### src/rtl/pb_field_encoder.sv
// Protobuf field encoder: emits a varint key, then a varint or
// little-endian fixed payload, one byte per accepted output beat.
module pb_field_encoder #(
  parameter int FIELD_ID_W = 5,
  parameter int VALUE_W    = 32
) (
  input  logic                  clk,
  input  logic                  rst_n,
  input  logic                  s_valid,
  output logic                  s_ready,
  input  logic [FIELD_ID_W-1:0] s_field_id,
  input  logic [2:0]            s_wire_type,
  input  logic [VALUE_W-1:0]    s_value,
  output logic                  m_valid,
  input  logic                  m_ready,
  output logic [7:0]            m_data,
  output logic                  m_last,
  output logic                  err
);

  localparam int KW = FIELD_ID_W + 3;

  typedef enum logic [1:0] {
    IDLE,
    KEY,
    PAYLOAD
  } state_t;

  state_t        r_state;
  logic [KW-1:0] r_krem;
  logic [63:0]   r_vrem;
  logic [2:0]    r_wt;
  logic [3:0]    r_cnt;

  logic [KW-1:0] w_key;
  logic [63:0]   w_val;
  logic [63:0]   w_lat_val;
  logic [3:0]    w_lat_cnt;
  logic          w_legal;
  logic          w_fixed;
  logic          w_accept;
  logic          w_take;
  logic [7:0]    w_nxt_byte;
  logic          w_nxt_last;
  logic [63:0]   w_nxt_rem;
  logic [3:0]    w_nxt_cnt;

  function automatic logic [7:0] vbyte(input logic [63:0] x);
    return {|x[63:7], x[6:0]};
  endfunction

  assign w_key    = {s_field_id, s_wire_type};
  assign w_val    = 64'(s_value);
  assign w_accept = m_valid & m_ready;
  assign w_take   = s_valid & s_ready;
  assign w_fixed  = (r_wt == 3'd1) || (r_wt == 3'd5);

  always_comb begin
    w_legal   = 1'b0;
    w_lat_val = w_val;
    w_lat_cnt = 4'd0;
    unique case (1'b1)
      (s_wire_type == 3'd0),
      (s_wire_type == 3'd2): begin
        w_legal = 1'b1;
      end
      (s_wire_type == 3'd1): begin
        w_legal   = 1'b1;
        w_lat_cnt = 4'd8;
      end
      (s_wire_type == 3'd5): begin
        w_legal   = 1'b1;
        w_lat_val = {32'd0, w_val[31:0]};
        w_lat_cnt = 4'd4;
      end
      default: begin
        w_legal = 1'b0;
      end
    endcase
  end

  // Next payload byte, shared by the key->payload hop and payload steps
  always_comb begin
    w_nxt_byte = vbyte(r_vrem);
    w_nxt_last = ~|r_vrem[63:7];
    w_nxt_rem  = r_vrem >> 7;
    w_nxt_cnt  = r_cnt;
    if (w_fixed) begin
      w_nxt_byte = r_vrem[7:0];
      w_nxt_last = (r_cnt == 4'd1);
      w_nxt_rem  = r_vrem >> 8;
      w_nxt_cnt  = r_cnt - 4'd1;
    end
  end

  always_ff @(posedge clk or negedge rst_n) begin
    if (!rst_n) begin
      r_state <= IDLE;
      r_krem  <= '0;
      r_vrem  <= '0;
      r_wt    <= '0;
      r_cnt   <= '0;
      s_ready <= 1'b1;
      m_valid <= 1'b0;
      m_data  <= '0;
      m_last  <= 1'b0;
      err     <= 1'b0;
    end else begin
      err <= 1'b0;
      unique case (r_state)
        IDLE: begin
          if (w_take) begin
            if (w_legal) begin
              r_state <= KEY;
              s_ready <= 1'b0;
              m_valid <= 1'b1;
              m_data  <= vbyte(64'(w_key));
              m_last  <= 1'b0;
              r_krem  <= w_key >> 7;
              r_vrem  <= w_lat_val;
              r_wt    <= s_wire_type;
              r_cnt   <= w_lat_cnt;
            end else begin
              err <= 1'b1;
            end
          end
        end
        KEY: begin
          if (w_accept) begin
            if (m_data[7]) begin
              m_data <= vbyte(64'(r_krem));
              r_krem <= r_krem >> 7;
            end else begin
              r_state <= PAYLOAD;
              m_data  <= w_nxt_byte;
              m_last  <= w_nxt_last;
              r_vrem  <= w_nxt_rem;
              r_cnt   <= w_nxt_cnt;
            end
          end
        end
        PAYLOAD: begin
          if (w_accept) begin
            if (m_last) begin
              r_state <= IDLE;
              s_ready <= 1'b1;
              m_valid <= 1'b0;
              m_data  <= '0;
              m_last  <= 1'b0;
            end else begin
              m_data <= w_nxt_byte;
              m_last <= w_nxt_last;
              r_vrem <= w_nxt_rem;
              r_cnt  <= w_nxt_cnt;
            end
          end
        end
        default: begin
          r_state <= IDLE;
        end
      endcase
    end
  end

endmodule

### config.mk
export PLATFORM = sky130hd
export DESIGN_NAME = pb_field_encoder
export DESIGN_NICKNAME = d
export VERILOG_FILES = /design/src/rtl/pb_field_encoder.sv
export SDC_FILE = /design/constraint.sdc
export NUM_CORES = 1
export LEC_CHECK = 0
export CAP_MARGIN = 10
export CELL_PAD_IN_SITES_DETAIL_PLACEMENT = 1
export CELL_PAD_IN_SITES_GLOBAL_PLACEMENT = 1
export CORE_ASPECT_RATIO = 2
export CORE_MARGIN = 1.5
export CORE_UTILIZATION = 43
export CTS_BUF_LIST = sky130_fd_sc_hd__clkbuf_4 sky130_fd_sc_hd__clkbuf_8
export CTS_CLUSTER_SIZE = 24
export DETAILED_ROUTE_END_ITERATION = 8
export PLACE_DENSITY = 0.92
export SLEW_MARGIN = 20
export SYNTH_ARGS = -nofsm -noshare
export SYNTH_HDL_FRONTEND = slang
export SYNTH_SLANG_ARGS = --single-unit
### constraint.sdc
create_clock -name clk -period 3.45 [get_ports clk]
set_clock_uncertainty 0.05 [all_clocks]
set_input_delay 0.345 -clock clk [delete_from_list [all_inputs] [get_ports clk]]
set_output_delay 0.345 -clock clk [all_outputs]
set_load 0.01 [all_outputs]
---- Word level (Yosys, flattened, before mapping) ----
Index checks and enable logic that the tools add are counted.
operators by class
  add/sub/neg operators ................... 1
  equal/unequal tests ..................... 16
  muxes and demuxes ....................... 57
  bitwise gates (word level) .............. 2
  reduce and logical (&&, ||, !) cells .... 16
operators with widths
  operator                                                               count
  64-bit two-way mux                                                     6
  64-bit one-hot mux with 3 select lines                                 1
  8-bit two-way mux                                                      11
  57-bit two-way mux                                                     1
  57-bit OR reduction                                                    1
  4-bit two-way mux                                                      7
  8-bit one-hot mux with 3 select lines                                  1
  1-bit two-way mux                                                      17
  2-bit != test, second input constant                                   8
  8-bit one-hot mux with 2 select lines                                  1
  5-bit AND reduction                                                    3
  2-bit two-way mux                                                      6
  4-bit one-hot mux with 3 select lines                                  1
  6-bit AND reduction                                                    2
  4-bit one-hot mux with 2 select lines                                  1
  7-bit AND reduction                                                    1
  3-bit by 1-bit equality test with 1-bit output, second input constant  2
  3-bit equality test, second input constant                             2
  2-bit one-hot mux with 3 select lines                                  1
  4-bit by 1-bit equality test with 1-bit output, second input constant  1
  1-bit one-hot mux with 2 select lines                                  2
  2-bit nonzero test                                                     2
  4-bit OR reduction                                                     1
  4-bit by 1-bit subtractor with 4-bit output, second input constant     1
  other kinds (11)                                                       12
storage, ports and cells
  register bits after elaboration ......... 93
  input bits .............................. 44
  output and inout port bits .............. 12

---- Logic depth before layout (Yosys ltp) ----
Gate-level depths: netlist of the first run.
  word-level depth ........................ 6
  gate-level depth with buffers ........... 10
  gate-level depth less buffers ........... 7

---- Least setup slack after synthesis of the first run ----
No wires, ideal clock.
  path kind ............................... flip-flop to flip-flop
  from .................................... register r_state[0]
  to ...................................... register r_vrem[14]
  setup time .............................. 0.126 ns
  arrival time ............................ 1.824 ns
  path slack .............................. 1.451 ns
  stages on the path, launching flop included .. 11
  path buffers ............................ 3
  period minus slack after synthesis ...... 1.999 ns
  cells stage by stage .................... dfrtp_1 inv_1 ha_1 buf_2 a21boi_0 a221oi_4 nand3_2 buf_6 buf_2 nand2_1 o31ai_1
between the ends
  cells in the longest elaborated chain, start to end .. 3
  elaborated cells on any way between the ends .. 12
  those cells by class .................... 8 x eq/ne; 1 x mux; 3 x reduce/logical
ends and longest elaborated chain
  what                                                                         RTL line  RTL
  from (decl)                                                                  29        state_t r_state;
  from (signal assigned)                                                       98        r_state <= IDLE;
  from (signal assigned)                                                       114       r_state <= KEY;
  from (signal assigned)                                                       134       r_state <= PAYLOAD;
  2-bit by 1-bit equality test with 1-bit output (tied with other cells)       110       unique case (r_state)
  2-bit != test (no source line) / 3-bit nonzero test (equally long branches)  -
  7-bit AND reduction (no source line)                                         -
  to (signal assigned)                                                         120       r_vrem <= w_lat_val;
  to (signal assigned)                                                         137       r_vrem <= w_nxt_rem;
  to (signal assigned)                                                         153       r_vrem <= w_nxt_rem;
  to (decl)                                                                    31        logic [63:0] r_vrem;
Several ways; a longest one is shown, not always the timed one.
A chain may end at the register's enable or synchronous reset.

---- Worst setup path after layout of the first run ----
  from .................................... register r_state[1]
  to ...................................... register r_cnt[2]
between the ends
  cells in the longest elaborated chain, start to end .. 3
  elaborated cells on any way between the ends .. 12
  those cells by class .................... 8 x eq/ne; 1 x mux; 3 x reduce/logical
ends and longest elaborated chain
  what                                                                         RTL line  RTL
  2-bit by 1-bit equality test with 1-bit output (tied with other cells)       110
  2-bit != test (no source line) / 3-bit nonzero test (equally long branches)  -
  7-bit AND reduction (no source line)                                         -
  to (signal assigned)                                                         122       r_cnt <= w_lat_cnt;
  to (signal assigned)                                                         138       r_cnt <= w_nxt_cnt;
  to (signal assigned)                                                         154       r_cnt <= w_nxt_cnt;
  to (decl)                                                                    33        logic [3:0] r_cnt;
Several ways; a longest one is shown, not always the timed one.

==> results of run 1 <==
[through the flow]
stage / util / total power [mW] / setup WS, ns
2_1_floorplan: - / 0.649 / 1.45
3_3_place_gp: 0.536 / 0.717 / 0.817
3_5_place_dp: 0.536 / 0.719 / 0.749
4_1_cts: 0.553 / 1.16 / 0.920
5_1_grt: 0.553 / 1.19 / 0.722
6_report: 0.553 / 1.15 / 0.946
[flip-flops by register name (all words and copies together), names as in the netlist]
signal	count
m_data	8
r_wt	2
m_last	1
m_valid	1
r_vrem	32
r_cnt	4
r_krem	1
err	1
r_state	2
s_ready	1
[Yosys cell counts (all sizes together)]
master,count,area share
dfstp,1,0.0089
o21a,2,0.0051
and3,18,0.038
nor4,5,0.011
nand2,108,0.14
buf,6,0.012
ha,6,0.026
o31ai,19,0.048
mux2,4,0.017
a22oi,6,0.015
nor2b,5,0.011
nor3,4,0.0068
inv,6,0.0077
a21oi,19,0.036
o22ai,2,0.0043
a2bb2oi,2,0.010
a21boi,1,0.0026
a221oi,3,0.015
nor2,25,0.032
nand3b,1,0.0026
o2bb2ai,1,0.0030
nand2b,1,0.0021
o21ai,32,0.054
nand3,7,0.014
a22o,1,0.0030
o32ai,1,0.0055
a31oi,3,0.0064
clkbuf,16,0.020
o22a,1,0.0030
dfrtp,52,0.44
[report_power, final]
group,switching (mW),internal (mW)
logic,0.0330,0.0518
registers,0,0.621
clock network,0.223,0.226
[critical path: cells and delay by family (launching register included)]
family / cells / cell delay [ns]
compound gates: 4 / 0.86
buf+inv: 2 / 0.62
flops: 1 / 0.43
fa+ha+maj: 1 / 0.37
simple gates: 1 / 0.08
[layer usage]
layer	routed length [um]	GRT usage
met1	2960	0.256
met4	605	0.173
met5	0	0
met2	4990	0.461
met3	244	0.0420
[path summary, 6_finish.rpt]
path                             end  slack, ns        from  cells after the start
min in group clk           m_data[1]       0.44   m_data[1]                      2
max in group asynchronous  r_vrem[6]       2.55       rst_n                      2
max                         r_cnt[2]       0.95  r_state[1]                      8
min reg2reg                m_data[1]       0.44   m_data[1]                      2
max reg2reg                 r_cnt[2]       0.95  r_state[1]                      8
min                          m_valid       0.02       rst_n                      1
[final cells by class]
cell class	count	area share
flip-flops and latches	53	0.362
inverters	6	0.00615
well taps	88	0.0301
repair buffers	61	0.161
multi-input cells	277	0.409
clock buffers	6	0.0208
clock inverters	2	0.0106
[cells by family (layout without fill, tap and decap cells)]
logic type               count (synthesis)  in the layout  synth area share
AND/OR/NAND/NOR                        174            174             0.254
AO/OA/AOI/OAI                           93             93             0.212
flip-flops                              53             53             0.451
buffers and inverters                   28             75            0.0400
adder cells (fa/ha/maj)                  6              6            0.0255
multiplexers                             4              4            0.0166
==> metrics.md, run 1 <==
| Metric | Value |
|---|---|
| Post-cts repair resize count | `0` |
| Core ar. | `6620 um2` |
| # nets final | `454` |
| Syn Nets | `408` |
| FF+latch count, synth | `53` |
| Layout Cells excl Fill | `493` |
| Area of the multi-input gates | `1500 um2` |
| PwrDens | `315 nW/um2` |
| H-tree Lvls | `2` |
| Critical path class | `reg2reg` |
| Die area | `7380 um2` |
| Max Clk Rate | `399 MHz` |
| CTS tree | `built` |
| CTS sink count | `53` |
| Outcome | `finished, final reports clean` |
| YS warnings | `0` |
| Commonest cells after routing, fill and taps aside | `nand2_1, clkdlybuf4s50_1, dfrtp_1, o21ai_0, nor2_1` |
| Register area | `1330 um2` |
| Vias per inst | `5.80` |
| All-Layer GR Usage | `0.260` |
| Fill cell count | `833` |
| Post-synth cell types | `36` |
| Max cap viols | `0` |
| Root Buffer | `clkbuf_8` |
| Sequential area share after synthesis | `0.451` |
| Initial Util | `0.444` |
| Largest net degree at the start of global routing | `71` |
| Via count | `2858` |
| Worst vdd ir | `0.000232 V` |
| Share of layout cells above drive strength 1 | `0.0642` |
| Count of final hold-check violations | `0` |
| Worst path max stage delay | `0.52 ns` |
| First-pass GRT wire length | `14400 um` |
| Clock Path Buffers | `2` |
| Remaining DRCs | `0` |
| Site Rows | `42` |
| Initial antenna violation count | `0` |
| Worst hold slack | `0.0215 ns` |
| Critical path launch point type | `register` |
| Worst EP arrival | `2.71 ns` |
| Cells along the critical path | `inv_1, ha_1, a21boi_0, a221oi_4, nand3_2, buf_4, o22ai_1, a2bb2oi_2` |
| Placed cells | `485` |
| Ant. Diodes | `0` |
| WL final | `8800 um` |
| HPWL Detailed | `6480 um` |
| RD Place Congestion | `0.884` |
| Period utilisation layout | `0.726` |
| Port Buf Inserts | `55` |
| Final setup fails | `0` |
| Initial detailed-routing violation count | `143` |
| Post-Syn Instances | `358` |
| Final min period | `2.50 ns` |
| Die W | `61.5 um` |
| Hold Crit Class | `in2async` |
| P&R area growth vs syn | `24.5%` |
| Clock Latency Late Sink | `0.32 ns` |
| Cell Area, Synth | `2940 um2` |
| DIE HEIGHT | `120 um` |
| Worst Tran Pin Value | `0.715 ns` |
| GR Overflow Total | `0` |
| Critical Path Fanout Max | `70` |
| Pre-Repair DR Iteration Count | `4` |
| Crit end category | `register` |
| Slew HR | `0.524` |
| CTS clock-pin slew for the worst setup and hold paths | `0.10 ns` |
| Fin area | `3660 um2` |
| Total negative setup slack | `0 ns` |
| Crit path required time | `3.66 ns` |
| Final ANT Viol Nets | `0` |
| I/O pin cnt | `56` |
| Vias in the first global route | `3106` |
| RSZ-0062 raised after global routing | `false` |
| Post-CTS Hold Buffers | `0` |
| Crit-path slowest cell | `buf_4` |
| Post-CTS setup buffer count | `0` |
| Mean Syn Cell Area | `8.22 um2` |
| Total CTS buffers | `5` |
| Fin. max-slew vios | `0` |
| Placed Area | `3550 um2` |
| WL/cell | `17.9 um` |
| Leakage | `1.56 nW` |
| Most common cell after layout, fill and taps aside | `nand2_1` |
(Power assumes the default switching activity.)
==> run 2: changes to the inputs <==
--- a/config.mk
+++ b/config.mk
@@ -10,11 +10,11 @@
 export CELL_PAD_IN_SITES_GLOBAL_PLACEMENT = 1
 export CORE_ASPECT_RATIO = 2
 export CORE_MARGIN = 1.5
-export CORE_UTILIZATION = 43
+export CORE_UTILIZATION = 40
 export CTS_BUF_LIST = sky130_fd_sc_hd__clkbuf_4 sky130_fd_sc_hd__clkbuf_8
 export CTS_CLUSTER_SIZE = 24
 export DETAILED_ROUTE_END_ITERATION = 8
-export PLACE_DENSITY = 0.92
+export PLACE_DENSITY = 0.87
 export SLEW_MARGIN = 20
 export SYNTH_ARGS = -nofsm -noshare
 export SYNTH_HDL_FRONTEND = slang
==> constraint.sdc (replaced) <==
create_clock -name clk -period 2.54 [get_ports clk]
set_clock_uncertainty 0.05 [all_clocks]
set_input_delay 0.254 -clock clk [delete_from_list [all_inputs] [get_ports clk]]
set_output_delay 0.254 -clock clk [all_outputs]
set_load 0.01 [all_outputs]
==> run 2 against run 1 <==
  * Routed wire length down 1.7%
  * Critical path type unchanged
  * Flip-flop and latch count unchanged
  * Sequential power is 36% higher
  * Via count fell by 1.0%
  * Highest routed layer unchanged
==> metrics.md, run 2 (synthesized netlist as in run 1, its figures left out) <==
| Metric | Value |
|---|---|
| Total CTS buffers | `5` |
| Initial detailed-routing violation count | `103` |
| CP Buf/Inv Count | `2` |
| Final setup fails | `0` |
| Area of the multi-input gates | `1500 um2` |
| Via count | `2829` |
| Delay-heaviest family, CP | `compound AO/OA/AOI/OAI gates` |
| Combinational group share of total power | `0.082` |
| Number of flip-flops in the largest register | `32` |
| Max Clk Rate | `431 MHz` |
| Worst EP arrival | `2.48 ns` |
| Fin. max-slew vios | `0` |
| Reg2Reg Depth | `7` |
| Placed Area | `3630 um2` |
| Largest registers | `r_vrem (32), m_data (8), r_cnt (4)` |
| Crit end category | `register` |
| Leakage | `1.61 nW` |
| Fin area | `3740 um2` |
| Final ANT Viol Nets | `0` |
| R2R setup slack | `0.22 ns` |
| Reg with most FFs | `r_vrem` |
| Port Buf Inserts | `55` |
| Switching pwr | `362 uW` |
| Largest net degree at the start of global routing | `37` |
| Period utilisation layout | `0.913` |
| Final min period | `2.32 ns` |
| Total negative setup slack | `0 ns` |
| RD Place Congestion | `0.819` |
| Remaining DRCs | `0` |
| Worst Tran Pin Value | `0.597 ns` |
| Vias in the first global route | `2981` |
| Slew HR | `0.602` |
| Stages on worst setup path | `7` |
| H-tree Lvls | `2` |
| GR Overflow Total | `0` |
| Pint | `1.12 mW` |
| DIE HEIGHT | `124 um` |
| Most common cell after layout, fill and taps aside | `nand2_1` |
| Clock share of power | `0.349` |
| Commonest cells after routing, fill and taps aside | `nand2_1, clkdlybuf4s50_1, dfrtp_1, o21ai_0, nor2_1` |
| WL final | `8650 um` |
| Core ar. | `7210 um2` |
| Worst path max stage delay | `0.41 ns` |
| Initial Util | `0.408` |
| Final worst setup slack | `0.222 ns` |
| Critical path launch point type | `register` |
| RSZ-0062 raised after global routing | `false` |
| Worst vdd ir | `0.000316 V` |
| Hold Crit Class | `in2async` |
| Vias per inst | `5.58` |
| Clock Latency Late Sink | `0.32 ns` |
| Layout Cells excl Fill | `507` |
| Worst R2R End | `r_vrem[22]` |
| Root Buffer | `clkbuf_8` |
| Register area | `1330 um2` |
| Initial antenna violation count | `0` |
| CTS clock-pin slew for the worst setup and hold paths | `0.11 ns` |
| WL/cell | `17.1 um` |
| Ant. Diodes | `0` |
| Placed cells | `498` |
| Critical Path Fanout Max | `36` |
| Fill cell count | `844` |
| Cells along the critical path | `inv_1, ha_1, a21boi_0, a221oi_4, nand3_2, buf_4, o31ai_1` |
| Crit-path slowest cell | `dfrtp_1` |
| Max cap viols | `0` |
| # nets final | `464` |
| R2R Path Start | `r_state[0]` |
| Worst hold slack | `0.402 ns` |
| HPWL Detailed | `6550 um` |
| Share of layout cells above drive strength 1 | `0.0867` |
| Count of final hold-check violations | `0` |
| First-pass GRT wire length | `14400 um` |
| Part of the power in registers | `0.569` |
| Crit path required time | `2.70 ns` |
| Critical path capture point | `r_vrem[22]` |
| I/O pin cnt | `56` |
| P&R area growth vs syn | `27.3%` |
| Die W | `63.6 um` |
| Outcome | `finished, final reports clean` |
| Site Rows | `44` |
| CTS tree | `built` |
| Pre-CTS WS | `0.0396 ns` |
| Switch share | `0.244` |
| Clock Path Buffers | `2` |
| CP startpoint | `r_state[0]` |
| PwrDens | `396 nW/um2` |
| Die area | `7910 um2` |
| All-Layer GR Usage | `0.233` |
| Pre-Repair DR Iteration Count | `4` |
| Critical path class | `reg2reg` |
| CTS sink count | `53` |
-- run 2: cell types whose count changed in the layout (fill, tap and decap cells not counted), sizes merged --
cell / delta
bufinv: -1
clkbuf: -1
dlygate4sd3: +1
clkinv: +1
buf: +9
inv: +1
-- run 2: stage by stage --
stage                      util  power (mW)
after detailed placement  0.504       0.982
after floorplan               -       0.882
after global routing      0.519        1.54
after CTS                 0.518        1.50
final                     0.519        1.48
after global placement    0.504       0.980
-- run 2: worst min path at each step --
stage	startpoint	endpoint	slack (ns)	cells after the start
finish	rst_n	r_state[0]	0.40	2
global route	s_value[29]	r_vrem[29]	0.43	3
CTS	rst_n	r_state[0]	0.42	2
detailed placement	rst_n	r_state[0]	0.24	1
global placement	rst_n	r_state[0]	0.23	1
floorplan	rst_n	err	-0.09	0
-- run 2: timing repair --
action,4_1_cts,5_1_grt
buffers inserted,0,0
setup endpoints to repair,0,2
hold buffers,1,0
resized for setup,0,1
hold endpoints to repair,22,0
-- run 2: routing by layer --
layer | part of all wire | track usage | wire [um]
met3 | 0.021 | 0.0370 | 179
met5 | 0 | 0 | 0
met2 | 0.57 | 0.431 | 4920
met1 | 0.36 | 0.233 | 3080
met4 | 0.055 | 0.148 | 478
-- run 2: area by class of cell --
type | count | share of cell area
clock buffers | 5 | 0.0184
well taps | 92 | 0.0307
clock inverters | 3 | 0.00702
multi-input cells | 277 | 0.401
repair buffers | 71 | 0.182
flip-flops and latches | 53 | 0.355
inverters | 6 | 0.00602
-- run 2: power groups by stage --
stage	registers (mW)	logic (mW)	clock network (mW)
6_report	0.843	0.121	0.517
2_1_floorplan	0.860	0.0218	0
3_5_place_dp	0.860	0.122	0
3_3_place_gp	0.860	0.120	0
5_1_grt	0.843	0.134	0.566
4_1_cts	0.843	0.124	0.537
==> run 3: changes to the inputs <==
--- a/config.mk
+++ b/config.mk
@@ -9,7 +9,6 @@
 export CELL_PAD_IN_SITES_DETAIL_PLACEMENT = 1
 export CELL_PAD_IN_SITES_GLOBAL_PLACEMENT = 1
 export CORE_ASPECT_RATIO = 2
-export CORE_MARGIN = 1.5
 export CORE_UTILIZATION = 40
 export CTS_BUF_LIST = sky130_fd_sc_hd__clkbuf_4 sky130_fd_sc_hd__clkbuf_8
 export CTS_CLUSTER_SIZE = 24
==> run 3 against run 2 <==
  * First-iteration DRC count increased by 2.9%
  * Non-clock buffer count decreased by 3
  * Cell area decreased by 0.63%
==> metrics.md, run 3 (synthesized netlist as in run 1, its figures left out) <==
| Metric | Value |
|---|---|
| Outcome | `finished, final reports clean` |
| Worst path max stage delay | `0.41 ns` |
| HPWL Detailed | `7010 um` |
| P&R area growth vs syn | `26.5%` |
| Initial Util | `0.421` |
| Final setup fails | `0` |
| Delay-heaviest family, CP | `compound AO/OA/AOI/OAI gates` |
| Met1 usage | `0.240` |
| WL final | `9010 um` |
| PwrDens | `399 nW/um2` |
| Final min period | `2.33 ns` |
| Largest net degree at the start of global routing | `37` |
| Ant. Diodes | `0` |
| R2R setup slack | `0.21 ns` |
| WL/cell | `18.0 um` |
| Worst vdd ir | `0.000303 V` |
| Worst R2R End | `r_vrem[22]` |
| Switching pwr | `344 uW` |
| Fin area | `3720 um2` |
| Placed cells | `493` |
| DIE HEIGHT | `123 um` |
| # nets final | `461` |
| Core ar. | `6990 um2` |
| All-Layer GR Usage | `0.253` |
| Die area | `7720 um2` |
| Part of the power in registers | `0.568` |
| Site Rows | `43` |
| Worst EP arrival | `2.50 ns` |
| I/O pin cnt | `56` |
| CTS sink count | `53` |
| Total CTS buffers | `5` |
| RD Place Congestion | `0.811` |
| Fill cell count | `846` |
| Commonest cells after routing, fill and taps aside | `nand2_1, clkdlybuf4s50_1, dfrtp_1, o21ai_0, nor2_1` |
| First-pass GRT wire length | `14700 um` |
| Grt peak-use layer | `met2` |
| CP Buf/Inv Count | `2` |
| Clock share of power | `0.350` |
| Max cap viols | `0` |
| RSZ-0062 raised after global routing | `false` |
| Share of layout cells above drive strength 1 | `0.0801` |
| Fin. max-slew vios | `0` |
| Period utilisation layout | `0.919` |
| Slew HR | `0.580` |
| Reg2Reg Depth | `7` |
| R2R Path Start | `r_state[0]` |
| Pre-CTS WS | `0.0621 ns` |
| Critical path class | `reg2reg` |
| CTS clock-pin slew for the worst setup and hold paths | `0.10 ns` |
| Vias per inst | `5.64` |
| Max Clk Rate | `428 MHz` |
| Worst Tran Pin Value | `0.630 ns` |
| Critical path launch point type | `register` |
| Combinational group share of total power | `0.082` |
| Remaining DRCs | `0` |
| Hold Crit Class | `in2async` |
| Clock Latency Late Sink | `0.33 ns` |
| Cells along the critical path | `inv_1, ha_1, a21boi_0, a221oi_4, nand3_2, buf_4, o31ai_1` |
| Placed Area | `3610 um2` |
| Crit path required time | `2.71 ns` |
| Clock Path Buffers | `2` |
| Crit end category | `register` |
| Vias in the first global route | `2980` |
| GR Overflow Total | `0` |
| Final ANT Viol Nets | `0` |
| Crit-path slowest cell | `dfrtp_1` |
| Port Buf Inserts | `55` |
| Reg with most FFs | `r_vrem` |
| Pre-Repair DR Iteration Count | `4` |
| Total negative setup slack | `0 ns` |
| Number of flip-flops in the largest register | `32` |
| Met3 Track Usage GR | `0.0314` |
| Final worst setup slack | `0.205 ns` |
| GR Util met2 | `0.502` |
| Switch share | `0.232` |
| Initial detailed-routing violation count | `106` |
| Die W | `62.6 um` |
| Critical Path Fanout Max | `36` |
| Register area | `1330 um2` |
| Root Buffer | `clkbuf_8` |
| Most common cell after layout, fill and taps aside | `nand2_1` |
| H-tree Lvls | `2` |
| Leakage | `1.60 nW` |
| Count of final hold-check violations | `0` |
| Via count | `2832` |
| Initial antenna violation count | `0` |
| Layout Cells excl Fill | `502` |
| Pint | `1.14 mW` |
| Largest registers | `r_vrem (32), m_data (8), r_cnt (4)` |
| Area of the multi-input gates | `1500 um2` |
| CTS tree | `built` |
| Post-CTS setup buffer count | `0` |
| Worst hold slack | `0.418 ns` |
[run 3: cell types whose count changed in the layout (fill, tap and decap cells not counted)]
cell      previous run  this run
inv_6                1         0
clkbuf_8             5         6
buf_4               14        11
clkinv_2             0         1
clkinv_4             2         1
[run 3: worst max path at each step]
| stage | end | from | cells after the start |
|---|---|---|---|
| 6_report | r_vrem[22] | r_state[0] | 7 |
| 5_1_grt | r_vrem[12] | r_state[0] | 7 |
| 4_1_cts | r_vrem[22] | r_state[0] | 7 |
| 3_5_place_dp | r_vrem[22] | s_wire_type[0] | 6 |
| 3_3_place_gp | r_vrem[12] | s_wire_type[0] | 6 |
| 2_1_floorplan | r_vrem[14] | r_state[0] | 10 |
[run 3: what timing repair did]
item                                    CTS  global route
hold endpoints to repair                 25             0
gates resized for setup                   0             1
hold buffers                              1             0
endpoints found under the setup margin    0             5
[run 3: per-stage QoR]
step / power (mW) / utilization
finish: 1.48 / 0.532
global route: 1.54 / 0.532
CTS: 1.50 / 0.531
detailed placement: 0.982 / 0.516
global placement: 0.979 / 0.516
floorplan: 0.882 / -
[run 3: power by group through the flow]
stage               Clock (mW)  Combinational, mW  Sequential [mW]
floorplan                    0             0.0218            0.860
global placement             0              0.119            0.860
detailed placement           0              0.122            0.860
CTS                      0.532              0.123            0.843
global route             0.560              0.133            0.843
finish                   0.519              0.121            0.843
[run 3: final cells by class]
cell class	instances	share of cell area
clock buffers	6	0.0222
clock inverters	2	0.00370
inverters	6	0.00605
multi-input cells	277	0.404
flip-flops and latches	53	0.357
well taps	90	0.0303
repair buffers	68	0.177
[run 3: worst reg2reg max path: stages, from the launching register on]
cell and delay (ns):
dfrtp_1 0.41, inv_1 0.09, ha_1 0.34, a21boi_0 0.22
a221oi_4 0.24, nand3_2 0.25, buf_4 0.32, o31ai_1 0.32
[run 3: metal layers]
metal  vias to the layer above  routed length [um]  share of wire
li1                       1340                   -              -
met1                      1404                3150           0.35
met2                        62                5270           0.58
met5                         -                   0              0
met3                        26                 167          0.019
met4                         0                 429          0.048
